[src/rtl/bcd_scan_display_if.sv]
// rtl/bcd_scan_display_if.sv - load/display signal bundle for the BCD scan display
// master drives the value/load side; slave is the display block.
interface bcd_scan_display_if #(
  parameter int NUM_DIGITS = 4,
  parameter int VAL_W      = 14
);
  logic [VAL_W-1:0]      value;
  logic                  load;
  logic                  blank_lz;
  logic                  busy;
  logic                  ovf;
  logic [6:0]            seg;
  logic [NUM_DIGITS-1:0] an;

  modport master (
    output value, load, blank_lz,
    input  busy, ovf, seg, an
  );

  modport slave (
    input  value, load, blank_lz,
    output busy, ovf, seg, an
  );
endinterface

[src/rtl/bcd_scan_display.sv]
// rtl/bcd_scan_display.sv - binary to BCD (double dabble) with multiplexed 7-segment scan
// Digits only update when a conversion completes, so the scan never shows a partial result.
module bcd_scan_display #(
  parameter int NUM_DIGITS  = 4,
  parameter int VAL_W       = 14,
  parameter int REFRESH_DIV = 50000
) (
  input  logic            clk,
  input  logic            rst_n,
  bcd_scan_display_if.slave bus
);

  localparam int BW = 4 * NUM_DIGITS;
  localparam int RW = $clog2(REFRESH_DIV);
  localparam int IW = (NUM_DIGITS > 1) ? $clog2(NUM_DIGITS) : 1;
  localparam int CW = $clog2(VAL_W) + 1;

  function automatic logic [63:0] max_value();
    logic [63:0] p;
    p = 64'd1;
    for (int i = 0; i < NUM_DIGITS; i++) p = p * 64'd10;
    return p - 64'd1;
  endfunction

  localparam logic [63:0] MAX_VAL = max_value();

  function automatic logic [6:0] seg_of(input logic [3:0] d);
    case (d)
      4'h0:    seg_of = 7'b1000000;
      4'h1:    seg_of = 7'b1111001;
      4'h2:    seg_of = 7'b0100100;
      4'h3:    seg_of = 7'b0110000;
      4'h4:    seg_of = 7'b0011001;
      4'h5:    seg_of = 7'b0010010;
      4'h6:    seg_of = 7'b0000010;
      4'h7:    seg_of = 7'b1111000;
      4'h8:    seg_of = 7'b0000000;
      4'h9:    seg_of = 7'b0010000;
      4'hE:    seg_of = 7'b0000110;
      4'hF:    seg_of = 7'b0001110;
      default: seg_of = 7'b1111111;
    endcase
  endfunction

  typedef enum logic {IDLE, CONVERT} state_t;

  state_t                     state_q, state_d;
  logic [VAL_W-1:0]           bin_q, bin_d;
  logic [BW-1:0]              bcd_q, bcd_d, bcd_adj, bcd_step;
  logic [CW-1:0]              cnt_q, cnt_d;
  logic [NUM_DIGITS-1:0][3:0] digit_q, digit_d;
  logic                       ovf_q, ovf_d;
  logic [RW-1:0]              ref_q, ref_d;
  logic [IW-1:0]              idx_q, idx_d;
  logic                       over;
  logic                       upper_zero;
  logic                       blank;
  logic [3:0]                 cur;

  assign over = 64'(bus.value) > MAX_VAL;

  // One double-dabble step: add 3 to any digit >= 5, then shift in the next binary bit.
  always_comb begin
    bcd_adj = bcd_q;
    for (int i = 0; i < NUM_DIGITS; i++) begin
      if (bcd_q[i*4 +: 4] >= 4'd5) bcd_adj[i*4 +: 4] = bcd_q[i*4 +: 4] + 4'd3;
    end
    bcd_step = {bcd_adj[BW-2:0], bin_q[VAL_W-1]};
  end

  always_comb begin
    state_d = state_q;
    bin_d   = bin_q;
    bcd_d   = bcd_q;
    cnt_d   = cnt_q;
    digit_d = digit_q;
    ovf_d   = ovf_q;
    case (state_q)
      IDLE: begin
        if (bus.load) begin
          if (over) begin
            digit_d = {NUM_DIGITS{4'hE}};
            ovf_d   = 1'b1;
          end else begin
            state_d = CONVERT;
            bin_d   = bus.value;
            bcd_d   = '0;
            cnt_d   = '0;
          end
        end
      end
      CONVERT: begin
        bin_d = bin_q << 1;
        bcd_d = bcd_step;
        cnt_d = cnt_q + 1'b1;
        if (cnt_q == CW'(VAL_W - 1)) begin
          state_d = IDLE;
          digit_d = bcd_step;
          ovf_d   = 1'b0;
        end
      end
      default: state_d = IDLE;
    endcase
  end

  always_comb begin
    ref_d = ref_q + 1'b1;
    idx_d = idx_q;
    if (ref_q == RW'(REFRESH_DIV - 1)) begin
      ref_d = '0;
      idx_d = (idx_q == IW'(NUM_DIGITS - 1)) ? '0 : idx_q + 1'b1;
    end
  end

  always_ff @(posedge clk or negedge rst_n) begin
    if (!rst_n) begin
      state_q <= IDLE;
      bin_q   <= '0;
      bcd_q   <= '0;
      cnt_q   <= '0;
      digit_q <= '0;
      ovf_q   <= 1'b0;
      ref_q   <= '0;
      idx_q   <= '0;
    end else begin
      state_q <= state_d;
      bin_q   <= bin_d;
      bcd_q   <= bcd_d;
      cnt_q   <= cnt_d;
      digit_q <= digit_d;
      ovf_q   <= ovf_d;
      ref_q   <= ref_d;
      idx_q   <= idx_d;
    end
  end

  // Blank only when this digit and every more significant digit are zero; digit 0 always shows.
  always_comb begin
    cur        = digit_q[idx_q];
    upper_zero = 1'b1;
    for (int i = 0; i < NUM_DIGITS; i++) begin
      if (i >= int'(idx_q) && digit_q[i] != 4'd0) upper_zero = 1'b0;
    end
    blank   = bus.blank_lz && !ovf_q && (idx_q != '0) && upper_zero;
    bus.seg = blank ? 7'b1111111 : seg_of(cur);
    bus.an  = '1;
    bus.an[idx_q] = 1'b0;
  end

  assign bus.busy = (state_q == CONVERT);
  assign bus.ovf  = ovf_q;

endmodule

[src/flat_wrapper.sv]
// flat-port wrapper written by rule: the top's interface ports become plain ports
module bcd_scan_display_flat 
#(
  parameter int NUM_DIGITS  = 4,
  parameter int VAL_W       = 14,
  parameter int REFRESH_DIV = 50000
)
  (clk, rst_n, bus_value, bus_load, bus_blank_lz, bus_busy, bus_ovf, bus_seg, bus_an);
  bcd_scan_display_if #(.NUM_DIGITS(NUM_DIGITS), .VAL_W(VAL_W)) bus_i ();
  input  logic clk;
  input  logic rst_n;
  input wire logic [$bits(bus_i.value)-1:0] bus_value;
  input wire logic [$bits(bus_i.load)-1:0] bus_load;
  input wire logic [$bits(bus_i.blank_lz)-1:0] bus_blank_lz;
  output wire logic [$bits(bus_i.busy)-1:0] bus_busy;
  output wire logic [$bits(bus_i.ovf)-1:0] bus_ovf;
  output wire logic [$bits(bus_i.seg)-1:0] bus_seg;
  output wire logic [$bits(bus_i.an)-1:0] bus_an;
  assign bus_i.value = bus_value;
  assign bus_i.load = bus_load;
  assign bus_i.blank_lz = bus_blank_lz;
  assign bus_busy = bus_i.busy;
  assign bus_ovf = bus_i.ovf;
  assign bus_seg = bus_i.seg;
  assign bus_an = bus_i.an;
  bcd_scan_display #(.NUM_DIGITS(NUM_DIGITS), .VAL_W(VAL_W), .REFRESH_DIV(REFRESH_DIV)) u_core (.clk(clk), .rst_n(rst_n), .bus(bus_i));
endmodule
[config.mk]
export PLATFORM = sky130hd
export DESIGN_NAME = bcd_scan_display_flat
export DESIGN_NICKNAME = d
export VERILOG_FILES = /design/src/rtl/bcd_scan_display_if.sv /design/src/rtl/bcd_scan_display.sv /design/src/flat_wrapper.sv
export SDC_FILE = /design/constraint.sdc
export NUM_CORES = 1
export LEC_CHECK = 0
export CAP_MARGIN = 5
export CORE_MARGIN = 10
export CORE_UTILIZATION = 50
export DETAILED_ROUTE_END_ITERATION = 7
export PLACE_DENSITY = 0.7
export RECOVER_POWER = 50
export SLEW_MARGIN = 15
export SYNTH_ARGS = -nofsm -noshare
export SYNTH_HDL_FRONTEND = slang
export SYNTH_SLANG_ARGS = --single-unit
[constraint.sdc]
create_clock -name clk -period 5.5 [get_ports clk]
set_clock_uncertainty 0.15 [all_clocks]
set_input_delay 0.55 -clock clk [delete_from_list [all_inputs] [get_ports clk]]
set_output_delay 0.55 -clock clk [all_outputs]
set_load 0.01 [all_outputs]
==> results.md <==
* Clock power share at 17.7%
* Crit path arrival time at 3300 ps
* Multi-input logic area at 1893 µm²
* Post-synthesis cell type count at 46
* Sink Count at 71
* Max VDD drop at 230.1 µV
* 1st-iter DRT viols at 93
* Total negative slack at 0 ps
* Reg2reg setup slack at 3200 ps
* Initial core utilization at 52.09%
* Setup WS post-layout at 1655 ps
* DPL Wire Length at 5189 µm
* Main combinational cell family by area after synthesis: multiplexers
* CTS tree: built
* Compound-Gate Fraction of Synth Area at 11.60%
* Xor/xnor share of the synthesized area at 5.020%
* Detail Route Antenna Nets at 0
* Clock Latency Late Sink at 350 ps
* Layout cells sized above 1 at 16.26%
* Post-Synth Adder-Cell Area at 7.171%
* RSZ-0062 raised after global routing: false
* Filler instances at 638
* H-tree depth at 3
* Hold_sp: u_core.ref_q[15]
* Reg power frac at 39.1%
* Area Growth Syn to Fin at 14.24%
* # diodes at 0
* GRT Util Overall at 13.00%
* Worst R2R Path Depth at 6
* Fin. Hold Viols at 0
* DR vias/cell at 5.447
* Per-cell routed wire length at 15.45 µm
* Die width at 107.6 µm
* Final worst path period share at 69.91%
* Reg2reg end: u_core.digit_q[4]
* DR pass1 iterations at 4
* Leakage at 2.008 nW
* Placeable Area at 7370 µm²
* Register area at 1777 µm²
* WP buf/inv at 2
* Critical Path Start Type: input pin
* Num CTS Buffers at 9
* RR Startpoint: u_core.bus.busy
* EDFF count, synth at 0
* Fin crit period at 3845 ps
* Setup violators final at 0
* Mapped Cells at 330
* HP Class: register to register
* Cells along the critical path: buf_2, clkbuf_1
* Slew headroom at -148.0%
* Status: finished, violations left
* Max Clk Rate at 260.1 MHz
* Logic gate share of total power at 43.2%
* Hold_buf cts at 0
* Resize count post-CTS at 0
* Die area at 11580 µm²
* Mux cell area share after synthesis at 14.57%
* Delay-heaviest family, CP: buffers and inverters
* Pwr dens at 481.2 nW/µm²
* Residual DRC count at 0
* Routability congestion estimate at 0.8141
* Die height at 107.6 µm
* Main synth FF type: dfrtp_1
* Initial antenna violation count at 0
* Critical Path RT at 4950 ps
* Sw Share at 34.71%
* Slowest cell on the critical path: clkbuf_1
* Flops & latches, synth at 71
* Syn_area_per_cell at 11.63 µm²
* Clock Path Buffers at 2
* Worst-path fanout max at 71
* Endpoint, Worst Hold: u_core.ref_q[15]
* Max-Cap Viols at 1
* # IOs at 31
* CP Class: input pin to async pin
* Drt total wl at 7231 µm
* Mapped Nets at 370
* Max-slew violation count at 72
* Sw power at 732.6 µW
* Max incr delay on CP at 2600 ps
* Standard-cell rows at 31
* Violated checks: capacitance limit, slew limit
* Root Driver: clkbuf_8
* I/O Buffers at 30
* Number of global-route vias before repair at 2622
* Ys Warns at 0
* First-pass GRT wire length at 12180 µm
* Least-Margin Pin Slew at 3720 ps
* Worst-path clk slew at 70 ps
* Sequential-to-total area share from yosys stat at 46.28%
* Worst slack at placement at 1849 ps
* Internal power at 1.378 mW
* Hold Crit Depth at 1
* Mapped cell area at 3839 µm²
* Simple-gate area share of the yosys netlist at 10.95%
* Ys async rst share at 100.0%
* Largest net degree at the start of global routing at 72
* Via count at 2549
* Final net count at 404
* Total congestion overflow at 0
* CP endpoint kind: async pin
* Post-CTS Setup Bufs at 0
[cells in the final DEF, fill, tap and decap left out, types with 2 or more instances in the layout]
master and count:
nor4_1 7, mux2_4 7, a2bb2oi_1 3, a22o_1 12
buf_4 2, and3_1 3, nor2_1 14, nand3_1 9
clkbuf_1 3, o2bb2ai_1 3, a21oi_1 10, clkinv_2 2
xor2_1 10, nor3b_1 3, inv_1 27, dfrtp_1 71
clkdlybuf4s50_1 29, nor3_1 4, nand2b_1 6, nor2b_1 2
xnor2_1 12, nand2_1 16, a21o_1 3, o21ai_0 9
mux4_2 6, o22ai_1 2, clkbuf_8 11, mux2i_1 6
o22a_1 10, mux2_2 23, nand4_1 5, or2_2 2
ha_1 22
[layer usage]
layer	part of all wire [%]	wire length (µm)	vias to the layer above	GRT usage, %
met5	0	0	-	0
met4	1.1	77	0	3.817
met3	3.3	237	7	4.431
met2	53	3799	17	22.94
met1	43	3116	1268	14.45
li1	-	-	1257	-
[stage by stage]
stage          hold WS [ps]  cells  power [mW]  util [%]  area (µm²)
6_report              326.8    468       2.110     59.51        4385
5_1_grt               349.7    468       2.267     59.51        4385
4_1_cts               291.6    468       2.137     59.56        4389
3_5_place_dp          322.0    452       1.753     57.16        4213
3_3_place_gp          304.0    452       1.717     57.16        4213
2_1_floorplan         104.4    330       1.507         -        3839
[cell type report]
type / count / area share (%)
repair buffers: 33 / 7.161
well taps: 99 / 2.825
clock buffers: 13 / 3.623
clock inverters: 3 / 0.3994
inverters: 27 / 2.311
flip-flops and latches: 71 / 40.51
multi-input cells: 222 / 43.17
[synth_stat cells, types with 2 or more instances]
library cell  number  share of area, %
inv_1             27               2.6
or2_2              2              0.33
a2bb2oi_1          3              0.68
o2bb2ai_1          3              0.68
nor3_1             4              0.52
o22ai_1            2              0.33
ha_1              22               7.2
xnor2_1           12               2.7
a21o_1             3              0.59
nor4_1             7               1.1
a21oi_1           10               1.3
mux2_2            23               6.7
mux4_2             6               3.5
nor3b_1            3              0.59
clkbuf_1           5              0.49
dfrtp_1           71                46
nand2_1           16               1.6
nor2b_1            2              0.33
nor2_1            14               1.4
and3_1             3              0.49
xor2_1            10               2.3
nand2b_1           6              0.98
mux2_4             7               2.7
o22a_1            10               2.3
buf_2              2              0.26
mux2i_1            6               1.6
nand4_1            5              0.81
a22o_1            12               2.7
nand3_1            9               1.2
o21ai_0            9               1.2
[sequential cells by signal, indices dropped and copies added (netlist names)]
signal	flops
u_core.bus.ovf	1
u_core.ref_q	16
u_core.cnt_q	5
u_core.bin_q	14
u_core.idx_q	2
u_core.bcd_q	16
u_core.digit_q	16
u_core.bus.busy	1
[logic make-up (layout without fill, tap and decap cells)]
family | count (synthesis) | count (layout)
AOI/OAI and AO/OA | 58 | 58
xor gates and xnor gates | 22 | 22
adders and majority gates | 22 | 22
buffers and inverters | 37 | 76
DFF | 71 | 71
muxes | 42 | 42
and+or+nand+nor | 78 | 78
[worst max path at each step]
stage / start / to / slack [ps] / depth (start not counted)
5_1_grt: rst_n / u_core.idx_q[1] / 1000 / 2
2_1_floorplan: u_core.idx_q[0] / bus_seg[3] / 2740 / 6
4_1_cts: u_core.idx_q[0] / bus_seg[3] / 1740 / 6
3_5_place_dp: bus_blank_lz / bus_seg[2] / 1850 / 6
6_report: rst_n / u_core.idx_q[1] / 1650 / 2
3_3_place_gp: bus_blank_lz / bus_seg[2] / 1920 / 6
[power groups by stage]
stage / combinational (mW) / sequential [mW] / clock (mW)
2_1_floorplan: 0.710 / 0.796 / 0
3_3_place_gp: 0.890 / 0.827 / 0
3_5_place_dp: 0.919 / 0.834 / 0
4_1_cts: 0.925 / 0.826 / 0.386
5_1_grt: 1.02 / 0.846 / 0.405
6_report: 0.912 / 0.826 / 0.373
No activity file was read; power rests on OpenSTA's default activity.
